<file path="config.mk">
export PLATFORM = sky130hd
export DESIGN_NAME = io_transfer_buffer
export DESIGN_NICKNAME = d
export VERILOG_FILES = /design/src/rtl/io_transfer_buffer.sv
export SDC_FILE = /design/constraint.sdc
export NUM_CORES = 1
export LEC_CHECK = 0
export ABC_AREA = 1
export CAP_MARGIN = 20
export CORE_ASPECT_RATIO = 0.7
export CORE_MARGIN = 2
export CORE_UTILIZATION = 45
export DETAILED_ROUTE_END_ITERATION = 6
export PLACE_DENSITY = 0.77
export SYNTH_ARGS = -nofsm -noshare
export SYNTH_HDL_FRONTEND = slang
export SYNTH_SLANG_ARGS = --single-unit
</file>
<file path="constraint.sdc">
create_clock -name Clock -period 2.8 [get_ports Clock]
set_input_delay 0.42 -clock Clock [delete_from_list [all_inputs] [get_ports Clock]]
set_output_delay 0.42 -clock Clock [all_outputs]
set_load 0.02 [all_outputs]
</file>
<file path="src/rtl/io_transfer_buffer.sv">
`default_nettype none
// ============================================================================
// Module      : io_transfer_buffer
// Description : Input-side transfer buffer for the single-cycle MIPS
//               datapath. Words from an external device are accepted over a
//               valid/ready handshake into a small FIFO. The head word is
//               presented to the writeback mux as TransfBuffer. A 3-bit
//               Interruption code is also decoded for that mux and for the
//               control unit.
//               Optional feature macro: TRANSF_BUFFER_WATERMARK_EN
//               (interrupt trigger becomes Count >= WATERMARK).
// Revision    : 1.0 - initial release
// ============================================================================
module io_transfer_buffer #(
  parameter int WIDTH     = 32,
  parameter int DEPTH     = 4,
  parameter int WATERMARK = 2
) (
  input  logic                     Clock,
  input  logic                     Reset,
  input  logic [WIDTH-1:0]         DevData,
  input  logic                     DevValid,
  output logic                     DevReady,
  input  logic                     Pop,
  input  logic                     IrqAck,
  input  logic                     Clear,
  output logic [WIDTH-1:0]         TransfBuffer,
  output logic [2:0]               Interruption,
  output logic [$clog2(DEPTH):0]   Count,
  output logic                     Empty,
  output logic                     Full
);

  localparam int AW = $clog2(DEPTH);

  localparam logic [AW:0]   c_DEPTH   = (AW+1)'(DEPTH);
  localparam logic [AW:0]   c_CNT_ONE = (AW+1)'(1);
  localparam logic [AW-1:0] c_PTR_ONE = AW'(1);

  // Interrupt handshake states
  localparam logic [1:0] c_IDLE   = 2'd0;
  localparam logic [1:0] c_PEND   = 2'd1;
  localparam logic [1:0] c_SERVED = 2'd2;

  // Interruption codes seen by the writeback mux / control unit
  localparam logic [2:0] c_IRQ_NONE  = 3'b000;
  localparam logic [2:0] c_IRQ_AVAIL = 3'b001;
  localparam logic [2:0] c_IRQ_FULL  = 3'b010;
  localparam logic [2:0] c_IRQ_UFLOW = 3'b011;

  // Fill level at which a pending interrupt is raised
`ifdef TRANSF_BUFFER_WATERMARK_EN
  localparam logic [AW:0] c_TRIGGER = (AW+1)'(WATERMARK);
`else
  localparam logic [AW:0] c_TRIGGER = c_CNT_ONE;
`endif

  logic [WIDTH-1:0] r_mem [DEPTH];
  logic [AW-1:0]    r_wrPtr;
  logic [AW-1:0]    r_rdPtr;
  logic [AW:0]      r_count;
  logic [AW:0]      w_countNext;
  logic             r_err;
  logic             w_errNext;
  logic [1:0]       r_state;
  logic [1:0]       w_stateNext;

  logic w_empty;
  logic w_full;
  logic w_push;
  logic w_pop;
  logic w_underflow;

  // Occupancy flags come straight from the registered count
  assign w_empty = (r_count == '0);
  assign w_full  = (r_count == c_DEPTH);

  // Handshake qualification: a pop in the same cycle never frees a full slot
  assign w_push      = DevValid && !w_full;
  assign w_pop       = Pop && !w_empty;
  assign w_underflow = Pop && w_empty;

  // Occupancy after this edge (ignoring Clear, which overrides it)
  always_comb begin
    w_countNext = r_count;
    case ({w_push, w_pop})
      2'b10:   w_countNext = r_count + c_CNT_ONE;
      2'b01:   w_countNext = r_count - c_CNT_ONE;
      default: w_countNext = r_count;
    endcase
  end

  // Sticky underflow flag: a new underflow wins over an acknowledge
  always_comb begin
    w_errNext = r_err;
    if (w_underflow) begin
      w_errNext = 1'b1;
    end else if (IrqAck) begin
      w_errNext = 1'b0;
    end
  end

  // Interrupt handshake: conditions are judged on the post-edge occupancy.
  // An acknowledge while err is set only clears err; PEND is kept.
  always_comb begin
    w_stateNext = r_state;
    case (r_state)
      c_IDLE: begin
        if (w_countNext >= c_TRIGGER) begin
          w_stateNext = c_PEND;
        end
      end
      c_PEND: begin
        if (IrqAck && !r_err) begin
          w_stateNext = c_SERVED;
        end else if (w_countNext == '0) begin
          w_stateNext = c_IDLE;
        end
      end
      c_SERVED: begin
        if (w_countNext == '0) begin
          w_stateNext = c_IDLE;
        end
      end
      default: w_stateNext = c_IDLE;
    endcase
  end

  // Storage write; contents are not reset since only valid slots are read
  always_ff @(posedge Clock) begin
    if (w_push && !Clear) begin
      r_mem[r_wrPtr] <= DevData;
    end
  end

  // Pointer and occupancy registers; Clear flushes everything
  always_ff @(posedge Clock or negedge Reset) begin
    if (!Reset) begin
      r_wrPtr <= '0;
      r_rdPtr <= '0;
      r_count <= '0;
    end else if (Clear) begin
      r_wrPtr <= '0;
      r_rdPtr <= '0;
      r_count <= '0;
    end else begin
      if (w_push) begin
        r_wrPtr <= r_wrPtr + c_PTR_ONE;
      end
      if (w_pop) begin
        r_rdPtr <= r_rdPtr + c_PTR_ONE;
      end
      r_count <= w_countNext;
    end
  end

  // Error flag and interrupt state registers
  always_ff @(posedge Clock or negedge Reset) begin
    if (!Reset) begin
      r_err   <= 1'b0;
      r_state <= c_IDLE;
    end else if (Clear) begin
      r_err   <= 1'b0;
      r_state <= c_IDLE;
    end else begin
      r_err   <= w_errNext;
      r_state <= w_stateNext;
    end
  end

  // Interruption decode from registered state only, in priority order
  always_comb begin
    Interruption = c_IRQ_NONE;
    if (r_err) begin
      Interruption = c_IRQ_UFLOW;
    end else if ((r_state == c_PEND) && w_full) begin
      Interruption = c_IRQ_FULL;
    end else if (r_state == c_PEND) begin
      Interruption = c_IRQ_AVAIL;
    end
  end

  // Head word is read combinationally so the CPU sees it in its pop cycle
  assign TransfBuffer = w_empty ? '0 : r_mem[r_rdPtr];
  assign DevReady     = !w_full;
  assign Empty        = w_empty;
  assign Full         = w_full;
  assign Count        = r_count;

endmodule
`default_nettype wire

</file>
== Word-level counts from Yosys, hierarchy flattened ==
Memories as Yosys holds them, arrays and structs flattened.
Cells that the tools add are included.

* Flip-flop bits (word level): 10
* Memory bits (writable): 128
* Input port bits: 38
* Logic and storage cells: 53
* Memories kept: 1

{| class="wikitable"
|+ Memory list
! name !! depth !! bits a word !! rd ports !! clocked after memory_dff !! wr ports !! RTL line !! source
|-
| r_mem || 4 || 32 || 1 || 0 || 1 || 58 || <nowiki>logic [WIDTH-1:0] r_mem [DEPTH];</nowiki>
|}

* Add/subtract/negate cells: 4
* Magnitude comparators: 1
* Eq/ne operators: 6
* Multiplexer cells: 20
* Reduce and logical (&&, ||, !) cells: 16

{| class="wikitable"
|+ Operator list
! operator !! number
|-
| 2-to-1 mux 32 bit || 1
|-
| 2-to-1 mux 2 bit || 10
|-
| logical AND 1 bit || 6
|-
| logical NOT 3 bit || 2
|-
| 2-to-1 mux 1 bit || 6
|-
| case mux 2 bit (3 select lines) || 1
|-
| case mux 3 bit (2 select lines) || 1
|-
| adder 2 x 1 -> 2 bit, second input constant || 2
|-
| == test 2 x 1 -> 1 bit, second input constant || 2
|-
| == test 2 bit, second input constant || 2
|-
| logical NOT 1 bit || 4
|-
| nonzero test 2 bit || 2
|-
| adder 3 x 1 -> 3 bit, second input constant || 1
|-
| == test 3 bit, second input constant || 1
|-
| greater-or-equal comparator 3 x 1 -> 1 bit, second input constant || 1
|-
| 2-to-1 mux 3 bit || 1
|-
| != test 3 bit, second input constant || 1
|-
| nonzero test 3 bit || 1
|-
| subtractor 3 x 1 -> 3 bit, second input constant || 1
|-
| logical NOT 2 bit || 1
|}

== Longest topological paths before layout ==
* Depth after elaboration: 10
* Gate-level depth with buffers: 14
* Depth with buffers taken out: 14

== Least setup slack after synthesis ==
OpenSTA, ideal clock, no wires.

* Path kind: reg2reg
* From: register r_count[0], in the netlist Count[0]
* To: memory r_mem[0][0] (enable)
* Library setup time: 421 ps
* Arrival time: 2472 ps
* Path slack: -93 ps
* Cell stages (with the launch flop): 5
* Path buffers: 0
* Period minus slack after synthesis: 2893 ps
* Cell sequence: dfrtp_1 -> inv_1 -> nand3_1 -> nand3_1 -> nor2_1

* Cells in the longest elaborated chain, start to end: 6

{| class="wikitable"
|+ RTL lines
! what !! RTL line !! source
|-
| from (decl) || 61 || <nowiki>logic [AW:0] r_count;</nowiki>
|-
| from (signal assigned) || 153 || <nowiki>r_count <= w_countNext;</nowiki>
|-
| == test 3 bit || 76 || <nowiki>assign w_full = (r_count == c_DEPTH);</nowiki>
|-
| logical NOT 1 bit || n/a ||
|-
| named net DevReady || 23 || <nowiki>output logic DevReady,</nowiki>
|-
| logical AND 1 bit || 79 || <nowiki>assign w_push = DevValid && !w_full;</nowiki>
|-
| logical AND 1 bit || 131 || <nowiki>if (w_push && !Clear) begin</nowiki>
|-
| 2-to-1 mux 1 bit || 131 ||
|-
| 2-to-1 mux 1 bit (not written as such) || 132 || <nowiki>r_mem[r_wrPtr] <= DevData;</nowiki>
|-
| to (decl) || 58 ||
|}

The timed path passes the listed nets, and every way through them passes these cells.

== Worst setup path after layout ==
* From: register r_rdPtr[0]
* To: output TransfBuffer[0]

* Cells in the longest elaborated chain, start to end: 2

{| class="wikitable"
|+ RTL lines
! what !! RTL line !! source
|-
| from (decl) || 60 || <nowiki>logic [AW-1:0] r_rdPtr;</nowiki>
|-
| from (signal assigned) || 151 || <nowiki>r_rdPtr <= r_rdPtr + c_PTR_ONE;</nowiki>
|-
| memory read (4 x 32 bit) || n/a ||
|-
| 2-to-1 mux 32 bit || 184 || <nowiki>assign TransfBuffer = w_empty ? '0 : r_mem[r_rdPtr];</nowiki>
|-
| to (decl) || 27 || <nowiki>output logic [WIDTH-1:0] TransfBuffer,</nowiki>
|}

No other way between the ends.

==> flow_summary.json <==
{
  "outcome": "completed",
  "ant_nets": 0,
  "synth_edf_count": 128,
  "route.detailed.drc": 0,
  "cts_inserted_buffers": 17,
  "wl_mm": 12.59,
  "hpwl_mm": 7.480,
  "r2r_end": "r_state[1]$_DFFE_PN0P_",
  "hold_viol_final": 0,
  "crit_type": "reg -> out",
  "grt_antenna_before_repair": 0,
  "pin_count": 79,
  "hold_path_class": "in -> async",
  "die_height_um": 97.28,
  "htree_num_levels": 4,
  "vias": 3800,
  "synth_top_area_cell": "edfxtp_1",
  "num_rows": 34,
  "drv_slew": 0,
  "ys_ff_latch": 138,
  "synth_commonest_cells": "136 x nor2_1, 128 x edfxtp_1, 49 x o21ai_1",
  "cp-start-kind": "register",
  "synth_fp_nets": 508,
  "dieArea_sq_um": 13350,
  "grt_max_degree": 66,
  "grt_usage": 0.2006,
  "busiest_layer": "met2",
  "synth_top_area_frac": 0.6872,
  "timing.final.ws_setup_ps": 58.34,
  "diodes": 0,
  "fill_cells": 929,
  "syn_to_final_growth_pct": 30.18,
  "synthCells": 464,
  "synthTopCellsByArea": "edfxtp_1 69%, nor2_1 9.1%, dfrtp_1 4.5%",
  "viasPerCell": 5.227,
  "clock_path_buffers": 2,
  "fin_nets": 596,
  "r2r_start": "Count[0]$_DFF_PN0_",
  "post_cts_buffers": 0,
  "grt_pass1_wl_mm": 20.19,
  "avgSynthCellArea_sq_um": 12.05,
  "cts-root-buf": "clkbuf_16",
  "relSlewSlack": 0.6487,
  "peakVddDrop_v": 0.0005732,
  "die_w_um": 137.3,
  "fmax_mhz": 364.7,
  "crit_required_ps": 2380,
  "reg2reg_setup_slack_ps": 530,
  "cts_sinks": 138,
  "yosysWarnings": 0,
  "final_util": 0.5922,
  "drv_cap": 0,
  "fin_crit_ps": 2742,
  "grt_pass1_vias": 3990,
  "synth_top_flop_cell": "edfxtp_1",
  "port_buffers": 77,
  "synth_area_sq_um": 5593,
  "met2_usage": 0.3264,
  "dr.pass1.iters": 4,
  "arrival_ps": 2320,
  "setup_viol": 0,
  "dp_slack_ps": 417.9,
  "cp_max_fo": 33,
  "postCtsHoldBufs": 0,
  "ys_seq_area_frac": 0.7320,
  "drive_above_1_share": 0.09204,
  "skew_ps": 4.818,
  "gp_congestion": 0.7649,
  "coreArea_sq_um": 12290,
  "ys_types": 20,
  "fin_tns_setup_ps": 0,
  "tightest_slew_ps": 525.3,
  "fin_cells": 727,
  "grt-ovfl-total": 0,
  "end_kind": "output pin",
  "use_met3": 0.05947,
  "synth.most_common_cell": "nor2_1",
  "start_util": 0.4549,
  "r2r_cells": 11,
  "synthArstFlopShare": 0.07246,
  "drt_iter0_drc": 260,
  "routedWlPerCell_um": 17.32,
  "p_leak_nw": 2.637,
  "placed_cells": 694,
  "path_clk_slew_ps": 60,
  "powerDensity_nw_per_um2": 989.2,
  "clock_latency_ps": 410,
  "fin_crit_sh": 0.9792,
  "cts_tree": "built",
  "use_met1": 0.2621
}
## layout by cell type (no fill, tap or decap)
cell             netlist  layout
nor2_1               136     132
edfxtp_1             128     128
clkdlybuf4s50_1        0      73
o21ai_1               49      49
a21oi_1               39      39
inv_1                 21      21
o21ai_0               21      21
clkbuf_16              0      18
nand2_1               15      15
buf_4                  2      12
dfrtp_1               10       9
nand3_1                9       9
ha_1                   5       5
bufinv_16              0       5
clkinv_1               1       4
nor2_4                 0       4
dlymetal6s2s_1         0       4
buf_12                 0       4
clkinvlp_4             0       3
inv_4                  0       2
clkinv_2               0       2
nand4_1                1       1
fa_1                   1       1
conb_1                 1       1
clkbuf_1               2       1
clkinv_4               0       1
dfrtp_2                0       1
## sequential cells by signal (all words and copies together), names as in the netlist
register / count
Count: 3
r_wrPtr: 2
r_err: 1
r_state: 2
r_rdPtr: 2
r_mem: 128
## final cells by class
cell class / instances / area, sq um / share of cell area
Multi-Input combinational cell: 277 / 1280 / 0.1758
Tap cell: 162 / 202.7 / 0.02784
Clock buffer: 18 / 429.2 / 0.05894
Inverter: 24 / 95.09 / 0.01306
Timing Repair Buffer: 94 / 975.9 / 0.1340
Clock inverter: 14 / 202.7 / 0.02784
Sequential cell: 138 / 4095 / 0.5625
## worst max-delay path: stages (launching register included)
cell	delay (ps)
dfrtp_2	450
inv_4	190
buf_12	220
o21ai_0	120
a21oi_1	260
clkdlybuf4s50_1	650
## what timing repair did
item                                    4_1_cts  5_1_grt
endpoints found under the setup margin        1       12
gates cloned                                  0        1
gates resized for setup                       1        6
## cells by family (layout without fill, tap and decap cells)
kind of cell / count (synthesis) / count (layout) / synth area share
simple gates: 161 / 161 / 0.1105
flops: 138 / 138 / 0.7320
compound gates: 109 / 109 / 0.09754
buf+inv: 49 / 150 / 0.04452
fa+ha+maj: 6 / 6 / 0.01477
other cells: 1 / 1 / 0.0006705
## routing by layer
| layer | share of wire | up-vias | wire [um] |
|---|---|---|---|
| li1 | - | 1796 | - |
| met1 | 0.43 | 1869 | 5435 |
| met2 | 0.50 | 128 | 6324 |
| met3 | 0.059 | 7 | 748 |
| met4 | 0.0067 | 0 | 84 |
| met5 | 0 | - | 0 |
## worst max path at each step
| stage | startpoint | end | slack [ps] |
|---|---|---|---|
| floorplan | Count[0]$_DFF_PN0_ | r_mem[0][0]$_DFFE_PP_ | -90 |
| global placement | DevValid | r_state[1]$_DFFE_PN0P_ | 460 |
| detailed placement | DevValid | r_state[1]$_DFFE_PN0P_ | 420 |
| CTS | r_rdPtr[0]$_DFFE_PN0P_ | TransfBuffer[23] | 30 |
| global route | r_rdPtr[0]$_DFFE_PN0P_ | TransfBuffer[0] | -2 |
| finish | r_rdPtr[0]$_DFFE_PN0P_ | TransfBuffer[0] | 60 |
## per-stage QoR
stage,hold WS (ps),total power (W),instance area [sq um]
finish,351.7,0.007202,7281
floorplan,124.4,0.003826,5593
global route,363.5,0.007546,7281
CTS,354.7,0.007205,7243
detailed placement,536.4,0.004797,6609
global placement,520.1,0.004754,6609
## where the power goes
| part | switching, W | leakage [nW] | internal, W |
|---|---|---|---|
| logic | 0.00142 | 1.04 | 0.000935 |
| registers | 0.0000642 | 1.29 | 0.00239 |
| clock network | 0.000826 | 0.298 | 0.00157 |
Note: power is estimated with default switching activity, not from simulation.
